===== src/rtl/mem_port_arbiter.sv =====
// Arbitrates one single-ported valid/ready memory between the fetch and the load/store unit.
// Grants combinationally. The grant is held until the memory completes, and fetch starvation is bounded.
//   state  | meaning
//   IDLE   | no locked request, arbitrate this cycle
//   LOCK_I | fetch request issued but not yet accepted, grant pinned to fetch
//   LOCK_D | data request issued but not yet accepted, grant pinned to data
module mem_port_arbiter #(
    parameter int ADDR_W       = 32,
    parameter int DATA_W       = 32,
    parameter int STARVE_LIMIT = 4
) (
    input  logic              clk,
    input  logic              rst,
    input  logic              i_valid_i,
    output logic              i_ready_o,
    input  logic [ADDR_W-1:0] i_addr_i,
    output logic [DATA_W-1:0] i_rdata_o,
    input  logic              d_valid_i,
    output logic              d_ready_o,
    input  logic [ADDR_W-1:0] d_addr_i,
    input  logic [DATA_W-1:0] d_wdata_i,
    input  logic [3:0]        d_we_i,
    output logic [DATA_W-1:0] d_rdata_o,
    output logic              mem_valid_o,
    input  logic              mem_ready_i,
    output logic [ADDR_W-1:0] mem_addr_o,
    output logic [DATA_W-1:0] mem_wdata_o,
    output logic [3:0]        mem_we_o,
    input  logic [DATA_W-1:0] mem_rdata_i,
    output logic              gnt_d_o
);
    localparam int SW = (STARVE_LIMIT > 0) ? $clog2(STARVE_LIMIT + 1) : 1;
    localparam logic [SW-1:0] LIMIT = SW'(STARVE_LIMIT);

    typedef enum logic [1:0] {IDLE, LOCK_I, LOCK_D} state_t;

    state_t        state_q, state_d;
    logic          gnt_d_q, gnt_d;
    logic [SW-1:0] streak_q, streak_d;
    logic          mem_valid, i_done, d_done;

    always_ff @(posedge clk or posedge rst) begin
        if (rst) begin
            state_q  <= IDLE;
            gnt_d_q  <= 1'b0;
            streak_q <= '0;
        end else begin
            state_q  <= state_d;
            gnt_d_q  <= gnt_d;
            streak_q <= streak_d;
        end
    end

    always_comb begin
        gnt_d    = gnt_d_q;
        state_d  = IDLE;
        streak_d = streak_q;

        case (state_q)
            LOCK_I:  gnt_d = 1'b0;
            LOCK_D:  gnt_d = 1'b1;
            default: begin
                if (d_valid_i && i_valid_i) gnt_d = (streak_q < LIMIT);
                else if (d_valid_i)         gnt_d = 1'b1;
                else if (i_valid_i)         gnt_d = 1'b0;
            end
        endcase

        // Reset gates the request combinationally so nothing completes while rst is high.
        mem_valid = !rst && (gnt_d ? d_valid_i : i_valid_i);
        i_done    = mem_valid && mem_ready_i && !gnt_d;
        d_done    = mem_valid && mem_ready_i && gnt_d;

        if (mem_valid && !mem_ready_i) state_d = gnt_d ? LOCK_D : LOCK_I;

        if (!i_valid_i || i_done)           streak_d = '0;
        else if (d_done && streak_q < LIMIT) streak_d = streak_q + 1'b1;
    end

    assign mem_valid_o = mem_valid;
    assign mem_addr_o  = gnt_d ? d_addr_i : i_addr_i;
    assign mem_wdata_o = gnt_d ? d_wdata_i : '0;
    assign mem_we_o    = gnt_d ? d_we_i : 4'h0;
    assign i_ready_o   = i_done;
    assign d_ready_o   = d_done;
    assign i_rdata_o   = mem_rdata_i;
    assign d_rdata_o   = mem_rdata_i;
    assign gnt_d_o     = gnt_d;
endmodule


===== config.mk =====
export PLATFORM = sky130hd
export DESIGN_NAME = mem_port_arbiter
export DESIGN_NICKNAME = d
export VERILOG_FILES = /design/src/rtl/mem_port_arbiter.sv
export SDC_FILE = /design/constraint.sdc
export NUM_CORES = 1
export LEC_CHECK = 0
export ABC_CLOCK_PERIOD_IN_PS = 2200
export CORE_AREA = 8 8 99 101
export CTS_BUF_LIST = sky130_fd_sc_hd__clkbuf_8
export DETAILED_ROUTE_END_ITERATION = 6
export DIE_AREA = 0 0 107 109
export PLACE_DENSITY = 0.76
export SETUP_SLACK_MARGIN = 0.15
export SYNTH_ARGS = -nofsm -noshare
export SYNTH_HDL_FRONTEND = slang
export SYNTH_SLANG_ARGS = --single-unit
export TNS_END_PERCENT = 50

===== constraint.sdc =====
create_clock -name clk -period 2.2 [get_ports clk]
set_input_delay 0.22 -clock clk [delete_from_list [all_inputs] [get_ports clk]]
set_output_delay 0.22 -clock clk [all_outputs]
set_load 0.005 [all_outputs]

## After elaboration in Yosys (flattened, before gate mapping)

Cells that the tools add are included.
W data, S select, Z words.

| word-level totals | value |
|---|---|
| flip-flop bits (word level) | 6 |
| latch bits | 0 |
| RAM bits | 0 |
| bits in read-only memories | 0 |
| bits of input ports | 137 |
| output and inout bits | 136 |
| logic and storage cells | 32 |
| memories | 0 |

| operators by class | value |
|---|---|
| add/subtract/negate cells | 1 |
| multiply operators | 0 |
| divide/modulo/power cells | 0 |
| $lt $le $gt $ge | 1 |
| equal/unequal tests | 2 |
| shift-type cells | 0 |
| mux-type cells | 12 |
| bitwise logic cells | 0 |
| reduce and logical (&&, ||, !) cells | 13 |

Operators by type and width:

| cell | count |
|---|---|
| $mux W32 | 2 |
| $logic_and A1 B1 Y1 | 7 |
| $mux W3 | 2 |
| $logic_not A1 Y1 | 4 |
| $mux W1 | 4 |
| $mux W2 | 2 |
| $mux W4 | 1 |
| $add A3 B1 Y3 const B | 1 |
| $lt A3 B3 Y1 const B | 1 |
| $eq A2 B1 Y1 const B | 1 |
| $eq A2 B2 Y1 const B | 1 |
| $pmux W1 S2 | 1 |
| $reduce_bool A2 Y1 | 1 |
| $logic_or A1 B1 Y1 | 1 |

## Logic depth before layout (Yosys ltp)

| depth | value |
|---|---|
| depth after elaboration | 11 |
| gate-level depth with buffers | 7 |
| gate-level depth less buffers | 5 |

## Least setup slack after synthesis

Ideal clock, no wire load.

| timing | value |
|---|---|
| kind | reg2out |
| from | reg state_q[0] |
| to | out mem_addr_o[26] |
| arrival | 1.452 ns |
| required time | 1.980 ns |
| path slack | 0.528 ns |
| cell stages (with the launch flop) | 6 |
| path buffers | 1 |
| cells stage by stage | dfrtp_1 inv_1 ha_1 o21ai_2 buf_4 mux2_2 |

| between the ends | value |
|---|---|
| word-level cells in the longest chain between the ends | 3 |
| elaborated cells between the ends (all ways) | 4 |
| classes of those cells | eq/ne: 2; mux: 2 |

RTL lines:

| element | line | text |
|---|---|---|
| start, declared | 37 | `state_t state_q, state_d;` |
| start signal, assigned | 48 | `state_q <= state_d;` |
| $eq A2 B2 Y1 / $eq A2 B1 Y1 (equally long branches) | 59 | `case (state_q)` |
| $pmux W1 S2 (*) | 59 |  |
| $mux W32 (*) | 81 | `assign mem_addr_o = gnt_d ? d_addr_i : i_addr_i;` |
| end, declared | 26 | `output logic [ADDR_W-1:0] mem_addr_o,` |

Every way passes the cells marked *; elsewhere a longest branch is shown, timed or not.

## Final worst setup path

| timing | value |
|---|---|
| from | reg state_q[0] |
| to | out mem_addr_o[9] |

Same word-level chain as after synthesis.

==> flow_summary.yaml <==
sta:
  clock_skew_ps: 4.498
  timing.hold.ws_ps: 373.5
  final_hold_viol_count: 0
  setup_viol: 0
  max_freq_ghz: 0.4577
  relSlewSlack_pct: 81.01
  worstMarginPinSlew_ps: 284.3
  final.min_clock_period_ps: 2185
  worst_slack_ps: 15.32
  rsz0062_at_grt: "true"
  finalSetupTns_ps: 0
  period_share_pct: 99.30
  slew_violations: 0
drt:
  vias: 1663
  wl_per_cell_um: 21.04
  ant_nets: 0
  dr.first_iter.drc_count: 52
  viasPerCell: 4.007
  wirelength_um: 8730
  drc: 0
  first_pass_iters: 4
setup_path:
  reg2reg_depth: 9
  max_stage_delay_ps: 360
  cpMostUsedCell: "buf_12"
  critPathMaxFanout: 8
  path_buf_inv: 6
  path_cells: "inv_2, ha_4, o211ai_4, o21ai_4, buf_12, buf_12, buf_12, buf_6, mux2_4, buf_6"
  crit_required_ps: 1980
  cp-end-kind: "primary output"
  cpMaxStageDelayCell: "dfrtp_1"
  arrival_ps: 1960
  criticalPathCategory: "reg2out"
  crit_family: "buffers and inverters"
  cp.depth: 10
  start_kind: "register"
synthesis:
  yosys_warnings: 0
  syn_area_sq_mm: 0.001501
  yosys.area.top_type: "buf_4"
  synth_edf_count: 0
  postSynth.asyncResetShare_pct: 100.0
  yosysTopAreaCellShare_pct: 33.00
  synth.top_cells.by_count: "buf_4 (66), and2_1 (36), mux2_2 (32)"
  synthCells: 179
  yosysMostFrequentCell: "buf_4"
  synthFlopType: "dfrtp_1"
  synth_seq_cells: 6
  synth_fp_nets: 318
  avgSynthCellArea_sq_um: 8.388
  ys_types: 24
  synth-seq-area-share_pct: 10.00
  synth.area.top_cells: "buf_4 (33%), mux2_2 (24%), and2_1 (15%)"
outcome:
  status: "complete, no violations"
placement:
  gp_congestion: 0.7204
  dp_hpwl_um: 6762
  place_inst: 397
  postPlaceCellArea_sq_mm: 0.002927
  portBuffers: 176
  pre_cts_ws_ps: -108.3
clock_tree:
  cts_root_buf: "clkbuf_8"
  cts_sinks: 6
  worstSkewPairLatency_ps: 220
  cts-buffers-inserted: 3
  ctsHoldBuffers: 0
  clkTransAtPathRegs_ps: 40
  clk_path_buf_depth: 2
  cts_tree: "built"
  htree_num_levels: 1
floorplanning:
  start_util_pct: 17.92
  rows: 34
  io_pins: 273
  core-area_sq_mm: 0.008381
  die_x_um: 107
  dieArea_sq_mm: 0.01166
  die_h_um: 109
global_routing:
  grt_pass1_wl_um: 12310
  grt_util_all_layers_pct: 13.87
  grt_overflow: 0
  grt_pass1_vias: 1905
  antenna_found_initial: 1
  grt_max_degree: 17
final_layout:
  fin_cells: 415
  fillers: 847
  fin_area_sq_mm: 0.003354
  area_growth_pct: 123.4
  layout.nets: 448
  insertedDiodeCount: 0
  drive_above_1_share_pct: 50.16
  finish.utilization_pct: 40.03
power_and_ir_drop:
  p_total_mw: 1.216
  swShare_pct: 27.72
  p_comb_share_pct: 77.0
  p_seq_share_pct: 9.8
  irDropWorstVdd_mv: 0.3194
  p_switching_mw: 0.3369
  clkPwrFrac_pct: 13.2
  intPower_mw: 0.8787
  powerDensity_mw_per_mm2: 362.4
  p_leak_nw: 1.576
flow_run:
  max-cap-violations: 0
min_path:
  hp-class: "in2async"
==> state kept, by name (all words and copies together) (netlist names) <==
| register | cells |
|---|---|
| streak_q | 3 |
| gnt_d_q | 1 |
| state_q | 2 |
==> layout by cell type, fill, tap and decap left out, types with 2 or more instances in the layout <==
master	count
and2_4	18
clkbuf_2	3
buf_6	53
buf_4	6
and2_1	18
buf_12	7
nand2_1	5
nor2_1	3
mux2_2	7
buf_16	4
dfrtp_1	6
mux2_4	25
and3_1	3
inv_1	4
buf_2	20
clkdlybuf4s50_1	103
nor2b_1	2
clkbuf_8	3
==> final cells by class <==
| cell class | count | area (sq um) | share of cell area (%) |
|---|---|---|---|
| Clock buffer | 3 | 41.29 | 1.231 |
| Multi-Input combinational cell | 94 | 935.9 | 27.90 |
| Tap cell | 108 | 135.1 | 4.028 |
| Inverter | 5 | 18.77 | 0.5595 |
| Timing Repair Buffer | 199 | 2073 | 61.81 |
| Sequential cell | 6 | 150.1 | 4.476 |
==> repair_timing <==
action                                  in CTS  in global routing
endpoints found under the setup margin      72                 52
cloned                                       5                  0
pin swaps                                    7                 12
resized for setup                          372                 22
hold endpoints to repair                     0                  0
setup buffers                               10                  0
==> path summary, 6_finish.rpt <==
kind,startpoint,end,slack (ps)
setup / recovery,state_q[0]$_DFF_PP0_,mem_addr_o[9],20
hold / removal,rst,state_q[1]$_DFF_PP0_,370
setup reg to reg,state_q[0]$_DFF_PP0_,streak_q[2]$_DFFE_PP0P_,430
hold reg to reg,streak_q[2]$_DFFE_PP0P_,streak_q[2]$_DFFE_PP0P_,600
max in group asynchronous,rst,streak_q[0]$_DFFE_PP0P_,1710
min in group clk,mem_rdata_i[1],d_rdata_o[1],440
==> metal layers <==
metal / GRT usage [%] / vias up / part of all wire [%]
met5: 0 / - / 0.15
met4: 2.714 / 2 / 0.76
met3: 7.092 / 18 / 12
met2: 21.23 / 124 / 45
met1: 17.09 / 742 / 42
li1: - / 777 / -
==> kinds of logic (layout without fill, tap and decap cells) <==
logic type	after synthesis	in the layout	synth area share (%)
muxes	33	33	24.67
and+or+nand+nor	51	51	20.00
buffers and inverters	79	207	38.83
AOI/OAI and AO/OA	8	8	4.833
DFF	6	6	10.00
adders and majority gates	2	2	1.666
==> worst reg2reg max path, stage by stage (launching register included) <==
cell and delay [ps]:
dfrtp_1 360, inv_2 70, ha_4 220, o211ai_4 80
o21ai_4 90, buf_12 140, buf_4 150, buf_16 140
buf_6 130, o221a_2 280
==> power groups by stage <==
stage	Sequential [mW]	Combinational, mW	Clock [mW]
final	0.119	0.936	0.161
after CTS	0.118	0.924	0.168
after global placement	0.119	0.718	0
after floorplan	0.119	0.326	0
after detailed placement	0.119	0.724	0
after global routing	0.119	0.994	0.174
Power figures use the tool's default switching activity.
